### src/rtl/vivepass_input_cond_if.sv
// Button-side and event-side signals of the VivePass input conditioner.
// The slave modport is the conditioner; the master modport is its environment.
interface vivepass_input_cond_if;
  logic btn_d;
  logic btn_st;
  logic D;
  logic ST;
  logic d_held;
  logic st_held;

  modport master (
    output btn_d, btn_st,
    input  D, ST, d_held, st_held
  );

  modport slave (
    input  btn_d, btn_st,
    output D, ST, d_held, st_held
  );
endinterface

### src/rtl/vivepass_input_cond.sv
// Synchronises and debounces the digit and submit buttons and emits single-cycle
// D / ST event pulses, never both in the same cycle.
module vivepass_input_cond #(
  parameter int unsigned DEBOUNCE_CYCLES = 20,
  parameter int unsigned CNT_W           = $clog2(DEBOUNCE_CYCLES + 1)
) (
  input logic                  clk,
  input logic                  reset,
  vivepass_input_cond_if.slave bus
);

  typedef enum logic [2:0] {
    StLockout,
    StIdle,
    StArmPress,
    StHeld,
    StArmRelease
  } state_e;

  localparam logic [CNT_W-1:0] CntMax = CNT_W'(DEBOUNCE_CYCLES);
  localparam logic [CNT_W-1:0] CntOne = CNT_W'(1);

  // Channel index 0 is the digit key, 1 is the submit key.
  logic [1:0]       raw, sync1_q, s_q;
  state_e           state_q [2];
  state_e           state_d [2];
  logic [CNT_W-1:0] cnt_q   [2];
  logic [CNT_W-1:0] cnt_d   [2];
  logic [1:0]       press, held;
  logic             d_q, d_d, st_q, st_d, pend_q, pend_d, d_evt;

  assign raw = {bus.btn_st, bus.btn_d};

  function automatic logic [CNT_W-1:0] sat_inc(input logic [CNT_W-1:0] c);
    return (c == CntMax) ? c : c + CntOne;
  endfunction

  always_ff @(posedge clk or negedge reset) begin
    if (!reset) begin
      sync1_q <= '0;
      s_q     <= '0;
    end else begin
      sync1_q <= raw;
      s_q     <= sync1_q;
    end
  end

  always_ff @(posedge clk or negedge reset) begin
    if (!reset) begin
      for (int i = 0; i < 2; i++) begin
        state_q[i] <= StLockout;
        cnt_q[i]   <= '0;
      end
    end else begin
      for (int i = 0; i < 2; i++) begin
        state_q[i] <= state_d[i];
        cnt_q[i]   <= cnt_d[i];
      end
    end
  end

  always_comb begin
    for (int i = 0; i < 2; i++) begin
      state_d[i] = state_q[i];
      cnt_d[i]   = cnt_q[i];
      press[i]   = 1'b0;
      held[i]    = 1'b0;
      unique case (state_q[i])
        // A button held through reset must be seen released before it can arm.
        StLockout: begin
          if (s_q[i]) begin
            cnt_d[i] = '0;
          end else if (sat_inc(cnt_q[i]) == CntMax) begin
            state_d[i] = StIdle;
            cnt_d[i]   = '0;
          end else begin
            cnt_d[i] = sat_inc(cnt_q[i]);
          end
        end
        StIdle: begin
          if (s_q[i]) begin
            state_d[i] = StArmPress;
            cnt_d[i]   = CntOne;
          end
        end
        StArmPress: begin
          if (!s_q[i]) begin
            state_d[i] = StIdle;
            cnt_d[i]   = '0;
          end else if (sat_inc(cnt_q[i]) == CntMax) begin
            state_d[i] = StHeld;
            cnt_d[i]   = '0;
            press[i]   = 1'b1;
          end else begin
            cnt_d[i] = sat_inc(cnt_q[i]);
          end
        end
        StHeld: begin
          held[i] = 1'b1;
          if (!s_q[i]) begin
            state_d[i] = StArmRelease;
            cnt_d[i]   = CntOne;
          end
        end
        StArmRelease: begin
          held[i] = 1'b1;
          if (s_q[i]) begin
            state_d[i] = StHeld;
            cnt_d[i]   = '0;
          end else if (sat_inc(cnt_q[i]) == CntMax) begin
            state_d[i] = StIdle;
            cnt_d[i]   = '0;
          end else begin
            cnt_d[i] = sat_inc(cnt_q[i]);
          end
        end
        default: begin
          state_d[i] = StLockout;
          cnt_d[i]   = '0;
        end
      endcase
    end
  end

  // Submit wins a same-cycle collision; the digit event is deferred one cycle.
  always_comb begin
    d_evt  = press[0] | pend_q;
    st_d   = press[1];
    d_d    = d_evt & ~press[1];
    pend_d = d_evt & press[1];
  end

  always_ff @(posedge clk or negedge reset) begin
    if (!reset) begin
      d_q    <= 1'b0;
      st_q   <= 1'b0;
      pend_q <= 1'b0;
    end else begin
      d_q    <= d_d;
      st_q   <= st_d;
      pend_q <= pend_d;
    end
  end

  assign bus.D       = d_q;
  assign bus.ST      = st_q;
  assign bus.d_held  = held[0];
  assign bus.st_held = held[1];

endmodule

### src/flat_wrapper.sv
// flat-port wrapper written by rule: the top's interface ports become plain ports
module vivepass_input_cond_flat 
#(
  parameter int unsigned DEBOUNCE_CYCLES = 20,
  parameter int unsigned CNT_W           = $clog2(DEBOUNCE_CYCLES + 1)
)
  (clk, reset, bus_btn_d, bus_btn_st, bus_D, bus_ST, bus_d_held, bus_st_held);
  vivepass_input_cond_if bus_i ();
  input logic clk;
  input logic reset;
  input wire logic [$bits(bus_i.btn_d)-1:0] bus_btn_d;
  input wire logic [$bits(bus_i.btn_st)-1:0] bus_btn_st;
  output wire logic [$bits(bus_i.D)-1:0] bus_D;
  output wire logic [$bits(bus_i.ST)-1:0] bus_ST;
  output wire logic [$bits(bus_i.d_held)-1:0] bus_d_held;
  output wire logic [$bits(bus_i.st_held)-1:0] bus_st_held;
  assign bus_i.btn_d = bus_btn_d;
  assign bus_i.btn_st = bus_btn_st;
  assign bus_D = bus_i.D;
  assign bus_ST = bus_i.ST;
  assign bus_d_held = bus_i.d_held;
  assign bus_st_held = bus_i.st_held;
  vivepass_input_cond #(.DEBOUNCE_CYCLES(DEBOUNCE_CYCLES), .CNT_W(CNT_W)) u_core (.clk(clk), .reset(reset), .bus(bus_i));
endmodule
### config.mk
export PLATFORM = sky130hd
export DESIGN_NAME = vivepass_input_cond_flat
export DESIGN_NICKNAME = d
export VERILOG_FILES = /design/src/rtl/vivepass_input_cond_if.sv /design/src/rtl/vivepass_input_cond.sv /design/src/flat_wrapper.sv
export SDC_FILE = /design/constraint.sdc
export NUM_CORES = 1
export LEC_CHECK = 0
export CAP_MARGIN = 20
export CORE_UTILIZATION = 50
export DETAILED_ROUTE_END_ITERATION = 10
export GPL_TIMING_DRIVEN = 0
export PLACE_DENSITY = 0.66
export SLEW_MARGIN = 20
export SYNTH_ARGS = -nofsm -noshare
export SYNTH_HDL_FRONTEND = slang
export SYNTH_SLANG_ARGS = --single-unit
### constraint.sdc
create_clock -name clk -period 2.24 [get_ports clk]
set_input_delay 0.224 -clock clk [delete_from_list [all_inputs] [get_ports clk]]
set_output_delay 0.224 -clock clk [all_outputs]
set_load 0.01 [all_outputs]
Word-level counts from Yosys, hierarchy flattened --
Cells that the tools add are included.
Storage, ports and cells: word-level logic and storage cells 83, RAM bits 0, memories 0, input port bits 4, output and inout bits 4, memory bits (read-only) 0, bits in registers 23, latch bits 0
Operators by class: add/subtract/negate cells 2, shift-type cells 0, div/mod/pow operators 0, magnitude comparators 0, reduce and logical (&&, ||, !) cells 10, bitwise operators 4, multiplexer cells 38, $mul 0, equality and inequality tests 20
Operators with widths (number):
- $mux W5 | 12
- $mux W3 | 14
- $pmux W5 S4 | 2
- $pmux W3 S5 | 2
- $eq A5 B5 Y1 const B | 4
- $eq A3 B2 Y1 const B | 4
- $add A5 B1 Y5 const B | 2
- $mux W1 | 8
- $ne A2 B2 Y1 const B | 4
- $reduce_and A4 Y1 | 2
- $reduce_or A2 Y1 | 4
- $eq A3 B1 Y1 const B | 2
- $eq A3 B3 Y1 const B | 2
- $logic_not A3 Y1 | 2
- $ne A3 B3 Y1 const B | 2
- $ne A2 B1 Y1 const B | 2
- $reduce_and A2 Y1 | 2
- $and A1 B1 Y1 | 2
- $not A1 Y1 | 1
- $or A1 B1 Y1 | 1

Depth between registers and ports, before layout --
Gate-level depths: netlist of the first run.
word-level depth 8, gate-level depth with buffers 7, depth with buffers taken out 7

Least setup slack after synthesis of the first run --
OpenSTA, ideal clock, no wires.
kind register to register, start register u_core.cnt_q[5] (netlist name), end register u_core.cnt_q[7] (netlist name), stages on the path, launching flop included 8, data required time 2.116 ns, path slack 0.400 ns, clock period less this slack 1.840 ns, arrival time 1.716 ns, buffers on the path 0, cells stage by stage dfrtp_1 inv_1 ha_1 nand4b_2 xnor2_2 and4bb_4 a211oi_1 a211o_1
Between the ends: longest elaborated chain between the ends 6, elaborated cells between the ends (all ways) 8, those cells by class add/sub: 1; eq/ne: 2; mux: 5
Ends and longest elaborated chain:
- start: declaration | line vivepass_input_cond.sv:27 | logic [CNT_W-1:0] cnt_q [2];
- start signal: indexed assignment | line vivepass_input_cond.sv:57 | cnt_q[i] <= cnt_d[i];
- $add A5 B1 Y5 or $eq A5 B5 Y1 (tied branches) | line vivepass_input_cond.sv:35 | return (c == CntMax) ? c : c + CntOne;
- $mux W5 * | line vivepass_input_cond.sv:35
- $eq A5 B5 Y1 | line vivepass_input_cond.sv:73, vivepass_input_cond.sv:90, vivepass_input_cond.sv:110
- $mux W5 * | line vivepass_input_cond.sv:73, vivepass_input_cond.sv:90, vivepass_input_cond.sv:110
- $mux W5, on equally long branches | line vivepass_input_cond.sv:107, vivepass_input_cond.sv:87
- $pmux W5 S4 * | line vivepass_input_cond.sv:68 | unique case (state_q[i])
Mark *: on every way between the ends. The rest lies on a longest branch, timed or not. A chain may end at the register's enable or synchronous reset.

Worst setup path after layout of the first run --
Same ends and word-level chain as after synthesis.

==> flow_metrics.env, run 1 <==
export IMPL_status="finished, final reports clean"
export IMPL_dp_hpwl_um=1770
export IMPL_core_region_area_um2=2500
export IMPL_timing_critical_path_fanout_max=6
export IMPL_clock_tree_from_tritoncts="yes"
export IMPL_top_family_by_delay_on_critical_path="simple AND/OR/NAND/NOR gates"
export IMPL_asyncSetResetFlopFracSynth=1.00
export IMPL_power_switching_fraction=0.371
export IMPL_clock_tree_root_cell="clkbuf_4"
export IMPL_cp_start_kind="register"
export IMPL_hold_slack_ns=0.330
export IMPL_timing_slew_headroom=0.571
export IMPL_synth_instances=142
export IMPL_most_frequent_standard_cell_in_the_layout_excluding_fill_and_tap_cells="dfrtp_1"
export IMPL_port_buffers=7
export IMPL_final_max_slew_violation_count=0
export IMPL_post_drt_wl_per_cell_um=13.7
export IMPL_timing_fmax_ghz=0.491
export IMPL_ctsLongestPathBuffers=2
export IMPL_drive_gt1_frac=0.0850
export IMPL_max_cap_viol_count=0
export IMPL_synth_yosys_warnings=0
export IMPL_io_pins=8
export IMPL_post_cts_resized=0
export IMPL_timing_worst_setup_path_type="reg2reg"
export IMPL_globalRoute_totalOverflow=0
export IMPL_drc_errors=0
export IMPL_synthDominantCellAreaShare=0.430
export IMPL_num_nets_final=162
export IMPL_grt_util_all_layers=0.208
export IMPL_first_iter_violations=27
export IMPL_clkPwrFrac=0.178
export IMPL_grt_antenna_before_repair=0
export IMPL_share_of_the_yosys_chip_area_belonging_to_registers=0.430
export IMPL_initial_core_util=0.536
export IMPL_vias_per_cell=6.00
export IMPL_cellLeakagePower_uw=0.000652
export IMPL_chipHeight_um=53.7
export IMPL_switchingPower_uw=413
export IMPL_num_antenna_cells=0
export IMPL_worst_skew_late_latency_ns=0.31
export IMPL_cellInternalPower_uw=701
export IMPL_grt_max_degree=24
export IMPL_seq_power_share=0.489
export IMPL_yosys_most_used_dff="dfrtp_1"
export IMPL_fp_dieArea_um2=2890
export IMPL_groute_layer_met2_usage=0.377
export IMPL_gr_max_usage_layer="met2"
export IMPL_vdd_ir_max_uv=482
export IMPL_mostFrequentLayoutCells="23 x dfrtp_1, 14 x nand2_1, 12 x nor2_1"
export IMPL_worst_slew_pin_transition_ns=0.643
export IMPL_max_stage_delay_ns=0.44
export IMPL_fin_total_pwr_uw=1110
export IMPL_final_min_clock_period_ns=2.04
export IMPL_die_w_um=53.7
export IMPL_grt_first_pass_wirelength_um=4450
export IMPL_synth_top_cells_by_area="dfrtp_1 43%, nand2_1 3.9%, ha_1 3.7%, nor2_1 3.4%, a21oi_1 2.6%"
export IMPL_timing_critical_path_slowest_stage_cell="dfrtp_1"
export IMPL_finalInstanceArea_um2=1480
export IMPL_worst_path_buf_inv=1
export IMPL_gp_congestion=0.806
export IMPL_area_growth_syn_to_layout_pct=10.4
export IMPL_clock_sink_count=23
export IMPL_synthesis_nets=150
export IMPL_synth_enable_flop_cells=0
export IMPL_setup_total_negative_slack_ns=0
export IMPL_clock_skew_ns=0.00676
export IMPL_final_hold_violation_count=0
export IMPL_synth_avg_cell_area_um2=9.43
export IMPL_placement_rows=18
export IMPL_synth_seq_cells=23
export IMPL_tritoncts_num_buffers=3
export IMPL_number_of_global_route_vias_before_repair=1062
export IMPL_clock_tree_htree_level_count=1
export IMPL_critical_path_required_ns=2.45
export IMPL_placement_cell_area_um2=1450
export IMPL_groute_layer_met3_usage=0.0311
export IMPL_totalWireLength_um=2510
export IMPL_share_comb_of_total_power=0.332
export IMPL_power_density_cell_area_nw_per_um2=754
export IMPL_setup_repair_after_global_routing_missed_its_margin="no"
export IMPL_holdCritPathClass="in2reg"
export IMPL_gr_usage_met1=0.248
export IMPL_cp_cell_sequence="inv_1 -> ha_1 -> nand4b_2 -> xnor2_2 -> and4bb_4 -> a211oi_1 -> a211o_1"
export IMPL_setup_viol_count_final=0
export IMPL_synth_largest_area_cell="dfrtp_1"
export IMPL_netlist_area_um2=1340
export IMPL_cts_clk_slew_worst_paths_ns=0.14
export IMPL_portion_of_the_clock_cycle_consumed_by_the_worst_path_in_the_final_layout=0.909
export IMPL_vias=1098
export IMPL_dpl_cell_count=179
export IMPL_synth_distinct_cells=44
export IMPL_detailedRoute_firstPassIterationCount=4
export IMPL_final_instance_count_excl_fill=183
export IMPL_arrival_ns=2.24
export IMPL_antenna_violating_nets_post_route=0
export IMPL_worst_setup_path_end_kind="register"
## power by group through the flow
stage	Sequential [µW]	Clock (µW)	Combinational, µW
2_1_floorplan	516	0	305
3_3_place_gp	527	0	383
3_5_place_dp	531	0	394
4_1_cts	522	211	397
5_1_grt	556	224	420
6_report	545	199	370
## flip-flops by register name, summed over array words and instances (netlist names)
name	flops
u_core.cnt_q	10
u_core.state_q	6
u_core.bus.ST	1
u_core.pend_q	1
u_core.s_q	2
u_core.bus.D	1
u_core.sync1_q	2
## cells in the mapped netlist (all sizes together), types with 2 or more instances
| library cell | n |
|---|---|
| o21bai | 3 |
| dfrtp | 23 |
| o211ai | 2 |
| nor3 | 2 |
| or3 | 2 |
| mux2i | 2 |
| a211oi | 3 |
| ha | 4 |
| xnor2 | 2 |
| and3 | 2 |
| xor2 | 2 |
| a21oi | 7 |
| o221ai | 2 |
| buf | 2 |
| nor3b | 3 |
| nand2b | 5 |
| nor2b | 2 |
| nand2 | 14 |
| a31oi | 5 |
| nor2 | 12 |
| o21ai | 9 |
| nand3 | 7 |
| nand3b | 4 |
| inv | 5 |
| clkbuf | 3 |
## metal layers
metal / up-vias / wire (µm)
met5: - / 0
met4: 0 / 15
met3: 2 / 60
met2: 18 / 1250
met1: 534 / 1180
li1: 544 / -
## path summary, 6_finish.rpt
| path | slack, ns | cells past startpoint | from | to |
|---|---|---|---|---|
| max | 0.20 | 7 | u_core.cnt_q[5] | u_core.cnt_q[7] |
| min | 0.33 | 1 | bus_btn_st | u_core.sync1_q[1] |
| max reg2reg | 0.20 | 7 | u_core.cnt_q[5] | u_core.cnt_q[7] |
| min reg2reg | 0.37 | 0 | u_core.sync1_q[0] | u_core.s_q[0] |
| max in group asynchronous | 1.50 | 2 | reset | u_core.cnt_q[0] |
| min in group asynchronous | 0.39 | 2 | reset | u_core.state_q[3] |
## worst reg2reg max path, delay by kind of cell (launching register included)
family,cells,cell delay (ns)
and+or+nand+nor,2,0.58
adders and majority gates,1,0.24
buffers and inverters,1,0.15
DFF,1,0.44
xor gates and xnor gates,1,0.19
AOI/OAI and AO/OA,2,0.34
## per-stage QoR
step                       util  setup slack [ns]
after floorplan               -             0.400
after global placement    0.579             0.276
after detailed placement  0.579             0.228
after CTS                 0.591            0.0914
after global routing      0.591            0.0896
final                     0.591             0.204
## what timing repair did
action,in CTS,in global routing
buffers inserted,0,0
hold endpoints to repair,0,23
endpoints found under the setup margin,0,1
hold buffers,0,1
## layout make-up
type / count / area (µm²)
buffer: 4 / 17.5
clock buffer: 3 / 22.5
clock inverter: 1 / 7.51
fill: 224 / 1020
inverter: 5 / 18.8
multi-input combinational: 109 / 723
sequential: 23 / 576
tap: 30 / 37.5
timing repair buffer: 8 / 75.1
## cell families (layout without fill, tap and decap cells)
kind of cell             after synthesis  count (layout)  share of synthesized area
AND/OR/NAND/NOR                       60              60                      0.259
AO/OA/AOI/OAI                         39              39                      0.197
flip-flops                            23              23                      0.430
buffers and inverters                 10              21                     0.0299
adder cells (fa/ha/maj)                4               4                     0.0374
XOR/XNOR                               4               4                     0.0318
multiplexers                           2               2                     0.0150
No activity file was read; power rests on OpenSTA's default activity.
==> inputs of run 2 (changes only) <==
- CAP_MARGIN: 20 -> 0
- HOLD_SLACK_MARGIN: unset -> 0.02
- PLACE_DENSITY: 0.66 -> 0.69
==> run 2 against run 1 <==
Effect of this change:
- routed wire length fell by 2.4%
- die area stayed put
- sequential power barely moved
- largest cell class unchanged
==> flow_metrics.env, run 2 (same netlist as run 1, synthesis figures left out) <==
export IMPL_largest_register_ff_count=10
export IMPL_share_comb_of_total_power=0.333
export IMPL_clock_skew_ns=0.00743
export IMPL_power_density_cell_area_nw_per_um2=751
export IMPL_core_region_area_um2=2500
export IMPL_postLayoutSetupSlackWorst_ns=0.212
export IMPL_totalWireLength_um=2450
export IMPL_most_frequent_standard_cell_in_the_layout_excluding_fill_and_tap_cells="dfrtp_1"
export IMPL_timing_slew_headroom=0.546
export IMPL_post_cts_resized=0
export IMPL_grt_antenna_before_repair=0
export IMPL_placement_rows=18
export IMPL_setup_total_negative_slack_ns=0
export IMPL_first_iter_violations=20
export IMPL_post_drt_wl_per_cell_um=13.4
export IMPL_grt_first_pass_wirelength_um=4050
export IMPL_dp_hpwl_um=1810
export IMPL_vdd_ir_max_uv=572
export IMPL_cellLeakagePower_uw=0.000652
export IMPL_fin_total_pwr_uw=1110
export IMPL_holdCritPathClass="in2reg"
export IMPL_die_w_um=53.7
export IMPL_power_switching_fraction=0.368
export IMPL_fp_dieArea_um2=2890
export IMPL_met3_wirelength_um=62
export IMPL_chipHeight_um=53.7
export IMPL_critical_path_required_ns=2.02
export IMPL_area_taken_by_multi_input_logic_gates_um2=723
export IMPL_fillCellCount=229
export IMPL_num_nets_final=162
export IMPL_tritoncts_num_buffers=3
export IMPL_regArea_um2=576
export IMPL_cts_post_setup_buffers_inserted=0
export IMPL_timing_critical_path_fanout_max=10
export IMPL_preCtsSetupSlack_ns=0.254
export IMPL_grt_util_all_layers=0.195
export IMPL_drive_gt1_frac=0.0850
export IMPL_detailedRoute_firstPassIterationCount=4
export IMPL_clock_tree_root_cell="clkbuf_4"
export IMPL_clock_sink_count=23
export IMPL_timing_fmax_ghz=0.493
export IMPL_worst_slew_pin_transition_ns=0.679
export IMPL_finalCoreUtilization=0.591
export IMPL_worst_setup_path_end_kind="primary output"
export IMPL_vias=1067
export IMPL_clkPwrFrac=0.178
export IMPL_switchingPower_uw=409
export IMPL_arrival_ns=1.80
export IMPL_status="finished, final reports clean"
export IMPL_timing_worst_setup_path_type="reg2out"
export IMPL_vias_per_cell=5.83
export IMPL_hold_slack_ns=0.334
export IMPL_layout_top_registers="u_core.cnt_q: 10 flops, u_core.state_q: 6 flops"
export IMPL_initial_core_util=0.536
export IMPL_setup_repair_after_global_routing_missed_its_margin="no"
export IMPL_grt_max_degree=24
export IMPL_top_reg_by_flops="u_core.cnt_q"
export IMPL_cellInternalPower_uw=701
export IMPL_gp_congestion=0.866
export IMPL_port_buffers=7
export IMPL_top_layer_in_use="met4"
export IMPL_final_max_slew_violation_count=0
export IMPL_setup_viol_count_final=0
export IMPL_max_cap_viol_count=0
export IMPL_antenna_violating_nets_post_route=0
export IMPL_route_met2_wl_um=1200
export IMPL_ctsLongestPathBuffers=2
export IMPL_worst_skew_late_latency_ns=0.31
export IMPL_cts_clk_slew_worst_paths_ns=0.14
export IMPL_globalRoute_totalOverflow=0
export IMPL_final_min_clock_period_ns=2.03
export IMPL_io_pins=8
export IMPL_mostFrequentLayoutCells="23 x dfrtp_1, 14 x nand2_1, 12 x nor2_1"
export IMPL_drc_errors=0
export IMPL_r2r_setup_slack_ns=0.24
export IMPL_portion_of_the_clock_cycle_consumed_by_the_worst_path_in_the_final_layout=0.905
export IMPL_clock_tree_from_tritoncts="yes"
export IMPL_seq_power_share=0.489
export IMPL_num_antenna_cells=0
export IMPL_m1WireLength_um=1170
export IMPL_number_of_global_route_vias_before_repair=937
export IMPL_final_hold_violation_count=0
export IMPL_area_growth_syn_to_layout_pct=10.4
export IMPL_clock_tree_htree_level_count=1
export IMPL_cp_start_kind="register"
run 2: cell counts in the layout (fill, tap and decap cells not counted):
No cell type changed its count.
run 2: area by class of cell:
class,count,share of cell area
sequential,23,0.389
tap,30,0.0254
inverter,5,0.0127
clock buffer,3,0.0152
timing repair buffer,8,0.0508
multi-input combinational,109,0.489
clock inverter,1,0.00508
buffer,4,0.0119
run 2: final timing paths:
check	from	to	cells after the start
hold reg to reg	u_core.sync1_q[1]	u_core.s_q[1]	0
hold / removal	bus_btn_st	u_core.sync1_q[1]	1
max in group asynchronous	reset	u_core.cnt_q[8]	2
min in group asynchronous	reset	u_core.state_q[3]	2
setup reg to reg	u_core.cnt_q[5]	u_core.cnt_q[7]	7
setup / recovery	u_core.state_q[4]	bus_d_held	4
run 2: worst max-delay path, cell delays in order, from the launching register on:
cell and delay, ns:
dfrtp_1 0.39, clkbuf_1 0.32, nand3b_1 0.16, nand2_1 0.10, clkdlybuf4s50_1 0.53
run 2: power groups by stage:
stage | combinational [µW] | sequential, µW | clock [µW]
global placement | 377 | 527 | 0
finish | 369 | 542 | 198
global route | 414 | 555 | 225
detailed placement | 393 | 527 | 0
CTS | 396 | 519 | 207
floorplan | 305 | 516 | 0
run 2: per-layer routing:
layer / global-route usage / vias to the layer above
met2: 0.327 / 12
met4: 0.0877 / 0
li1: - / 540
met3: 0.0311 / 2
met1: 0.246 / 513
met5: 0 / -
run 2: through the flow:
step,area [µm²],std cells
after global routing,1480,183
after floorplan,1340,142
after CTS,1480,183
final,1480,183
after detailed placement,1450,179
after global placement,1450,179
run 2: timing repair:
action,CTS,global route
setup endpoints to repair,0,1
hold buffers,0,1
hold endpoints to repair,0,23
==> inputs of run 3 (changes only) <==
- CTS_CLUSTER_SIZE: unset -> 12
==> results of run 3 <==
Final layout, timing and power as in run 2 (identical DEF).
